## src/rtl/run_detect_arbiter.sv

```systemverilog
// Four-way arbiter time-sharing one serial two-ones run detector; Mealy grant in IDLE, done NBITS+1 cycles after grant.
// Optional RUN_DETECT_RR_EN selects round-robin arbitration (fixed priority, requester 0 highest, otherwise).
module run_detect_arbiter #(
  parameter int NBITS = 8
) (
  input  logic             Clock,
  input  logic             Resetn,
  input  logic [3:0]       req,
  input  logic [NBITS-1:0] data0,
  input  logic [NBITS-1:0] data1,
  input  logic [NBITS-1:0] data2,
  input  logic [NBITS-1:0] data3,
  output logic [3:0]       gnt,
  output logic             busy,
  output logic             done,
  output logic             hit,
  output logic [1:0]       id,
  output logic [1:0]       y
);
  localparam int CW = $clog2(NBITS);

  typedef enum logic [1:0] {ST_IDLE = 2'b00, ST_SHIFT = 2'b01, ST_DONE = 2'b10} state_t;
  typedef enum logic [1:0] {DET_A = 2'd0, DET_B = 2'd1, DET_C = 2'd2} det_t;

  state_t           state_q, state_d;
  det_t             det_q, det_d;
  logic [NBITS-1:0] sh_q, sh_d;
  logic [CW-1:0]    cnt_q, cnt_d;
  logic             sticky_q, sticky_d;
  logic [1:0]       id_q, id_d;
  logic [1:0]       win_idx;
  logic [NBITS-1:0] win_data;
  logic             grant_go;
  logic             last_bit;

  function automatic det_t det_next(input det_t s, input logic b);
    if (!b) return DET_A;
    if (s == DET_A) return DET_B;
    return DET_C;
  endfunction

`ifdef RUN_DETECT_RR_EN
  logic [1:0] ptr_q, ptr_d;

  // Scan from the largest offset down so the nearest requester after the last winner wins.
  always_comb begin
    win_idx = ptr_q + 2'd1;
    for (int i = 3; i >= 0; i--) begin
      if (req[ptr_q + 2'(i + 1)]) win_idx = ptr_q + 2'(i + 1);
    end
  end
`else
  always_comb begin
    win_idx = 2'd0;
    for (int i = 3; i >= 0; i--) begin
      if (req[i]) win_idx = 2'(i);
    end
  end
`endif

  always_comb begin
    win_data = data0;
    case (win_idx)
      2'd1:    win_data = data1;
      2'd2:    win_data = data2;
      2'd3:    win_data = data3;
      default: win_data = data0;
    endcase
  end

  assign grant_go = (state_q == ST_IDLE) && (req != 4'b0000);
  assign last_bit = (cnt_q == CW'(NBITS - 1));

  always_ff @(posedge Clock) begin
    if (!Resetn) state_q <= ST_IDLE;
    else         state_q <= state_d;
  end

  always_comb begin
    state_d = ST_IDLE;
    case (state_q)
      ST_IDLE:  state_d = grant_go ? ST_SHIFT : ST_IDLE;
      ST_SHIFT: state_d = last_bit ? ST_DONE : ST_SHIFT;
      ST_DONE:  state_d = ST_IDLE;
      default:  state_d = ST_IDLE;
    endcase
  end

  always_comb begin
    gnt  = (grant_go && Resetn) ? (4'b0001 << win_idx) : 4'b0000;
    busy = (state_q == ST_SHIFT) || (state_q == ST_DONE);
    done = (state_q == ST_DONE);
    hit  = done && sticky_q;
    id   = done ? id_q : 2'b00;
    y    = det_q;
  end

  always_comb begin
    sh_d     = sh_q;
    det_d    = det_q;
    sticky_d = sticky_q;
    id_d     = id_q;
    cnt_d    = cnt_q;
`ifdef RUN_DETECT_RR_EN
    ptr_d    = ptr_q;
`endif
    if (grant_go) begin
      sh_d     = win_data;
      det_d    = DET_A;
      sticky_d = 1'b0;
      id_d     = win_idx;
      cnt_d    = '0;
`ifdef RUN_DETECT_RR_EN
      ptr_d    = win_idx;
`endif
    end else if (state_q == ST_SHIFT) begin
      sh_d  = sh_q >> 1;
      det_d = det_next(det_q, sh_q[0]);
      if (det_d == DET_C) sticky_d = 1'b1;
      cnt_d = cnt_q + CW'(1);
    end
  end

  always_ff @(posedge Clock) begin
    if (!Resetn) begin
      sh_q     <= '0;
      det_q    <= DET_A;
      sticky_q <= 1'b0;
      id_q     <= 2'b00;
      cnt_q    <= '0;
`ifdef RUN_DETECT_RR_EN
      ptr_q    <= 2'd3;
`endif
    end else begin
      sh_q     <= sh_d;
      det_q    <= det_d;
      sticky_q <= sticky_d;
      id_q     <= id_d;
      cnt_q    <= cnt_d;
`ifdef RUN_DETECT_RR_EN
      ptr_q    <= ptr_d;
`endif
    end
  end

endmodule

```

## config.mk

```make
export PLATFORM = sky130hd
export DESIGN_NAME = run_detect_arbiter
export DESIGN_NICKNAME = d
export VERILOG_FILES = /design/src/rtl/run_detect_arbiter.sv
export SDC_FILE = /design/constraint.sdc
export NUM_CORES = 1
export LEC_CHECK = 0
export CAP_MARGIN = 15
export CORE_MARGIN = 5
export CORE_UTILIZATION = 45
export CTS_BUF_LIST = sky130_fd_sc_hd__clkbuf_8
export DETAILED_ROUTE_END_ITERATION = 10
export GPL_ROUTABILITY_DRIVEN = 1
export HOLD_SLACK_MARGIN = 0.06
export PLACE_DENSITY = 0.86
export SYNTH_ARGS = -nofsm -noshare
export SYNTH_HDL_FRONTEND = slang
export SYNTH_SLANG_ARGS = --single-unit
```

## constraint.sdc

```tcl
create_clock -name Clock -period 2.8 [get_ports Clock]
set_input_delay 0.56 -clock Clock [delete_from_list [all_inputs] [get_ports Clock]]
set_output_delay 0.56 -clock Clock [all_outputs]
set_load 0.01 [all_outputs]
```

; ---- After elaboration in Yosys (flattened, before gate mapping)
; Index checks and enable logic that the tools add are counted.
[classes]
add_sub_neg = 1
mul = 0
div_mod_pow = 0
order_cmp = 0
eq_ne = 7
shift = 1
muxes = 25
n_bitwise = 1
n_reduce_logical = 10
[op_table]
columns = op, n
row1 = 2-to-1 mux 2 bit, 12
row2 = case mux 8 bit (3 select lines), 1
row3 = 2-to-1 mux 8 bit, 2
row4 = "== test 2 bit, second input constant", 4
row5 = 2-to-1 mux 1 bit, 8
row6 = "== test 2 x 1 -> 1 bit, second input constant", 2
row7 = zero test 2 bit, 2
row8 = 2-to-1 mux 4 bit, 1
row9 = case mux 2 bit (2 select lines), 1
row10 = nonzero test 4 bit, 1
row11 = "<< shifter 1 x 2 -> 4 bit, first input constant", 1
row12 = "adder 3 x 1 -> 3 bit, second input constant", 1
row13 = "== test 3 bit, second input constant", 1
row14 = logical AND 1 bit, 3
row15 = AND reduction 2 bit, 1
row16 = nonzero test 2 bit, 1
row17 = OR reduction 2 bit, 1
row18 = logical OR 1 bit, 1
row19 = NOT 1 bit, 1
[totals]
reg_bits = 18
latch_bits = 0
ramBits = 0
mem_bits_ro = 0
inputBits = 38
memories = 0

; ---- Logic depth before layout (Yosys ltp)
[depth]
depth_word = 12
ltp_mapped = 7
depth_no_buf = 5

; ---- Least setup slack after synthesis
; No wires, ideal clock.
[synth_timing]
path_type = input -> output
start = in req[1]
end = out gnt[3]
arrival_time_ps = 1441
path_slack_ps = 799
stages = 4
path_buffers = 1
path_cell_list = buf_6 -> or4_4 -> nand3_4 -> nor4b_1
[synth_between]
elab_chain_len = 4
[synth_lines]
columns = element, line_no
row1 = start: declaration, 8  ; input logic [3:0] req,
row2 = 2-to-1 mux 2 bit or nonzero test 4 bit (tied branches), "56, 71"
row3 = 2-to-1 mux 2 bit or logical AND 1 bit (tied branches), "56, 71"
row4 = << shifter 1 x 2 -> 4 bit or logical AND 1 bit (tied branches), 90  ; gnt = (grant_go && Resetn) ? (4'b0001 << win_idx) : 4'b0000;
row5 = 2-to-1 mux 4 bit (*), 90
row6 = end: declaration, 13  ; output logic [3:0] gnt,
; Every way passes the cells marked *; elsewhere a longest branch is shown, timed or not.

; ---- Worst setup path in the final report
[layout_timing]
start = in Resetn
end = out gnt[0]
[layout_between]
elab_chain_len = 2
[layout_lines]
columns = element, line_no
row1 = start: declaration, 7  ; input logic Resetn,
row2 = logical AND 1 bit, 90
row3 = 2-to-1 mux 4 bit, 90
; No other way between the ends.

==> summary.md <==
| Metric | Value |
|---|---|
| Clock Sinks | `18` |
| TritonRoute pass-1 iters | `6` |
| Chip Height | `59.89 um` |
| Slew Limit Fails | `0` |
| Multi-input logic area | `671.9 sq um` |
| Initial Util | `46.04%` |
| Post-synthesis cell area | `1120 sq um` |
| # nets final | `218` |
| Period utilisation layout | `91.52%` |
| Iter 0 DRT Violations | `52` |
| Largest family of logic cells by synthesized area | `compound AO/OA/AOI/OAI gates` |
| CP Launch Type | `input port` |
| Vias per std cell | `5.642` |
| CP dominant cell by count | `clkdlybuf4s50_1` |
| DR DRC count | `0` |
| Xor/xnor cell area share of the yosys netlist | `0.7821%` |
| Crit path kind | `input port to output pin` |
| Vias in the first global route | `1187` |
| EDFF count, synth | `0` |
| Fillcell total | `192` |
| Min Tclk post-route | `2.562 ns` |
| Routed via count | `1151` |
| Post-Syn Nets | `164` |
| TritonCTS clock tree | `yes` |
| GRT Resource Usage Total | `19.10%` |
| Top cells by area, synth | `dfxtp_1, mux2_2, a222oi_1, ha_1, a22oi_1` |
| Root Buffer | `clkbuf_8` |
| H-tree levels | `1` |
| Post-Synth Adder-Cell Area | `5.587%` |
| Largest area contributor in the netlist | `dfxtp_1` |
| # rows | `18` |
| Fmax | `390.3 MHz` |
| Register area | `360.3 sq um` |
| Final Hold Viols | `0` |
| Global-route wire length before repair | `5188 um` |
| Outcome | `complete, no violations` |
| Critical path data required time | `2.24 ns` |
| Synthesis Warnings | `0` |
| Worst Path Arrival | `2.00 ns` |
| Critical path peak fanout | `12` |
| Critical Path Stages | `4` |
| Hpwl dp | `2532 um` |
| Worst slew pin tran | `0.6240 ns` |
| Initial antenna violation count | `0` |
| Design Area, Final | `1722 sq um` |
| CORE AREA | `2432 sq um` |
| Largest stage delay on the critical path | `0.54 ns` |
| Asr flop ratio synth | `0%` |
| Setup-failing EPs final | `0` |
| Yosys top cell area share | `32.18%` |
| Number of diodes | `0` |
| Post-synth top flop | `dfxtp_1` |
| Placed Area | `1653 sq um` |
| Simple-Gate Fraction of Synth Area | `18.10%` |
| Routed WL per cell | `15.86 um` |
| Worst path slowest cell | `clkdlybuf4s50_1` |
| Max IR drop VDD | `0.0002895 V` |
| Hold_buf cts | `0` |
| Clock Latency Late Sink | `0.25 ns` |
| Netlist cell types | `37` |
| ANT nets after route | `0` |
| Post-synthesis sequential area ratio | `32.18%` |
| CP endpoint kind | `output pin` |
| Max-cap violations | `0` |
| Crit-path cells | `clkdlybuf4s50_1, buf_4, and3_1, clkdlybuf4s50_1` |
| Die area | `3586 sq um` |
| Slew margin rel. | `58.40%` |
| Reg clk slew, reported paths | `0.07 ns` |
| IO Count | `49` |
| Cts bufs inserted | `3` |
| Grt ovf | `0` |
| Synth Register Bits | `18` |
| PD cells | `405.2 nW/um^2` |
| Max Clock Skew | `0.002419 ns` |
| Compound-cell area share of the yosys netlist | `26.15%` |
| Port Buffer Count | `48` |
| CP bufs+invs | `3` |
| Synth Area per Inst | `9.255 sq um` |
| Hold Crit Class | `register to register` |
| Mux contribution to synthesized area | `8.827%` |
| Horiz. Die Dim | `59.89 um` |
| Setup TNS | `0 ns` |
| Area Growth Syn to Fin | `53.74%` |
| Largest net degree at the start of global routing | `17` |
| CP delay by family, top | `buffers and inverters` |
| Share of layout cells above drive strength 1 | `16.67%` |
| Leak | `0.0007154 uW` |
| Unrepaired setup endpoints after global routing | `false` |
| Setup repair bufs after CTS | `0` |
| Routability cong. | `0.7879` |
| Detailed Route WL | `3236 um` |
| Max clock buf depth | `2` |
| Synth Instances | `121` |
| WHS Path Cells | `2` |
| R2r worst-path depth | `6` |
## layer usage
layer,part of all wire (%),track usage [%],vias up
li1,-,-,560
met2,51,34.41,52
met4,4.8,12.66,0
met5,0,0,-
met1,38,20.76,524
met3,5.7,1.944,15
## cell usage after synthesis (3+ instances only)
library cell	number
a21oi_1	5
a222oi_1	7
a22oi_1	8
and2_1	3
buf_2	3
dfxtp_1	18
ha_1	5
inv_1	9
mux2_2	7
nand2_1	9
nor2_1	6
o21ai_0	4
o22ai_1	7
## cell families (layout without fill, tap and decap cells)
group,count (synthesis),in the layout
compound gates,37,37
xor+xnor,1,1
fa+ha+maj,5,5
buf+inv,18,71
flops,18,18
mux,9,9
simple gates,33,33
## worst register-to-register path, delay by kind of cell (launching register included)
kind,cells,cell delay [ns]
compound gates,2,0.39
simple gates,1,0.34
flops,1,0.32
buf+inv,2,0.32
fa+ha+maj,1,0.23
## registers in the layout, summed over array words and instances, names as in the netlist
name / cells
sh_q: 8
cnt_q: 3
id_q: 2
state_q: 2
y: 2
sticky_q: 1
## cell usage in the layout (no fill, tap or decap), drive strengths merged, types with 2 or more instances in the layout
master         Yosys  layout
dfxtp             18      18
nand3              2       2
nor3               2       2
o22ai              7       7
o21ai              4       4
clkbuf             2       4
mux2               7       7
inv                9       9
and2               3       3
and3               2       2
clkdlybuf4s50      0      45
a22oi              8       8
nand2             10      10
a21oi              5       5
dlymetal6s2s       0       3
nor2               6       6
buf                7      10
ha                 5       5
a222oi             7       7
mux2i              2       2
nor2b              2       2
## power by group
group / internal (uW) / switching [uW]
Sequential: 277 / 10.9
Clock: 125 / 87.2
Combinational: 114 / 83.0
## worst paths after layout
kind	start	to	slack [ns]
max	Resetn	gnt[0]	0.24
max reg2reg	state_q[1]$_SDFF_PN0_	sh_q[6]$_SDFFE_PN0P_	1.05
min	id_q[1]$_SDFFE_PN0N_	id_q[1]$_SDFFE_PN0N_	0.45
min reg2reg	id_q[1]$_SDFFE_PN0N_	id_q[1]$_SDFFE_PN0N_	0.45
## stage by stage
step	power (uW)	utilization [%]	instances	setup WS, ns	hold slack [ns]
5_1_grt	725.2	70.78	204	0.1913	0.4740
4_1_cts	697.3	70.22	204	0.01835	0.4430
6_report	697.6	70.78	204	0.2376	0.4452
2_1_floorplan	400.6	-	121	0.7987	0.4166
3_3_place_gp	481.3	67.95	200	0.07261	0.4308
3_5_place_dp	487.3	67.95	200	0.02804	0.4338
## area by class of cell
type	instances	area share, %
clock buffer	4	3.198
inverter	9	1.962
multi-input combinational	85	39.03
sequential	18	20.93
tap	30	2.180
timing repair buffer	58	32.70
## what timing repair did
action / CTS / global route
setup endpoints to repair: 0 / 2
hold endpoints to repair: 0 / 0
resized for setup: 0 / 4
Power figures use the tool's default switching activity.
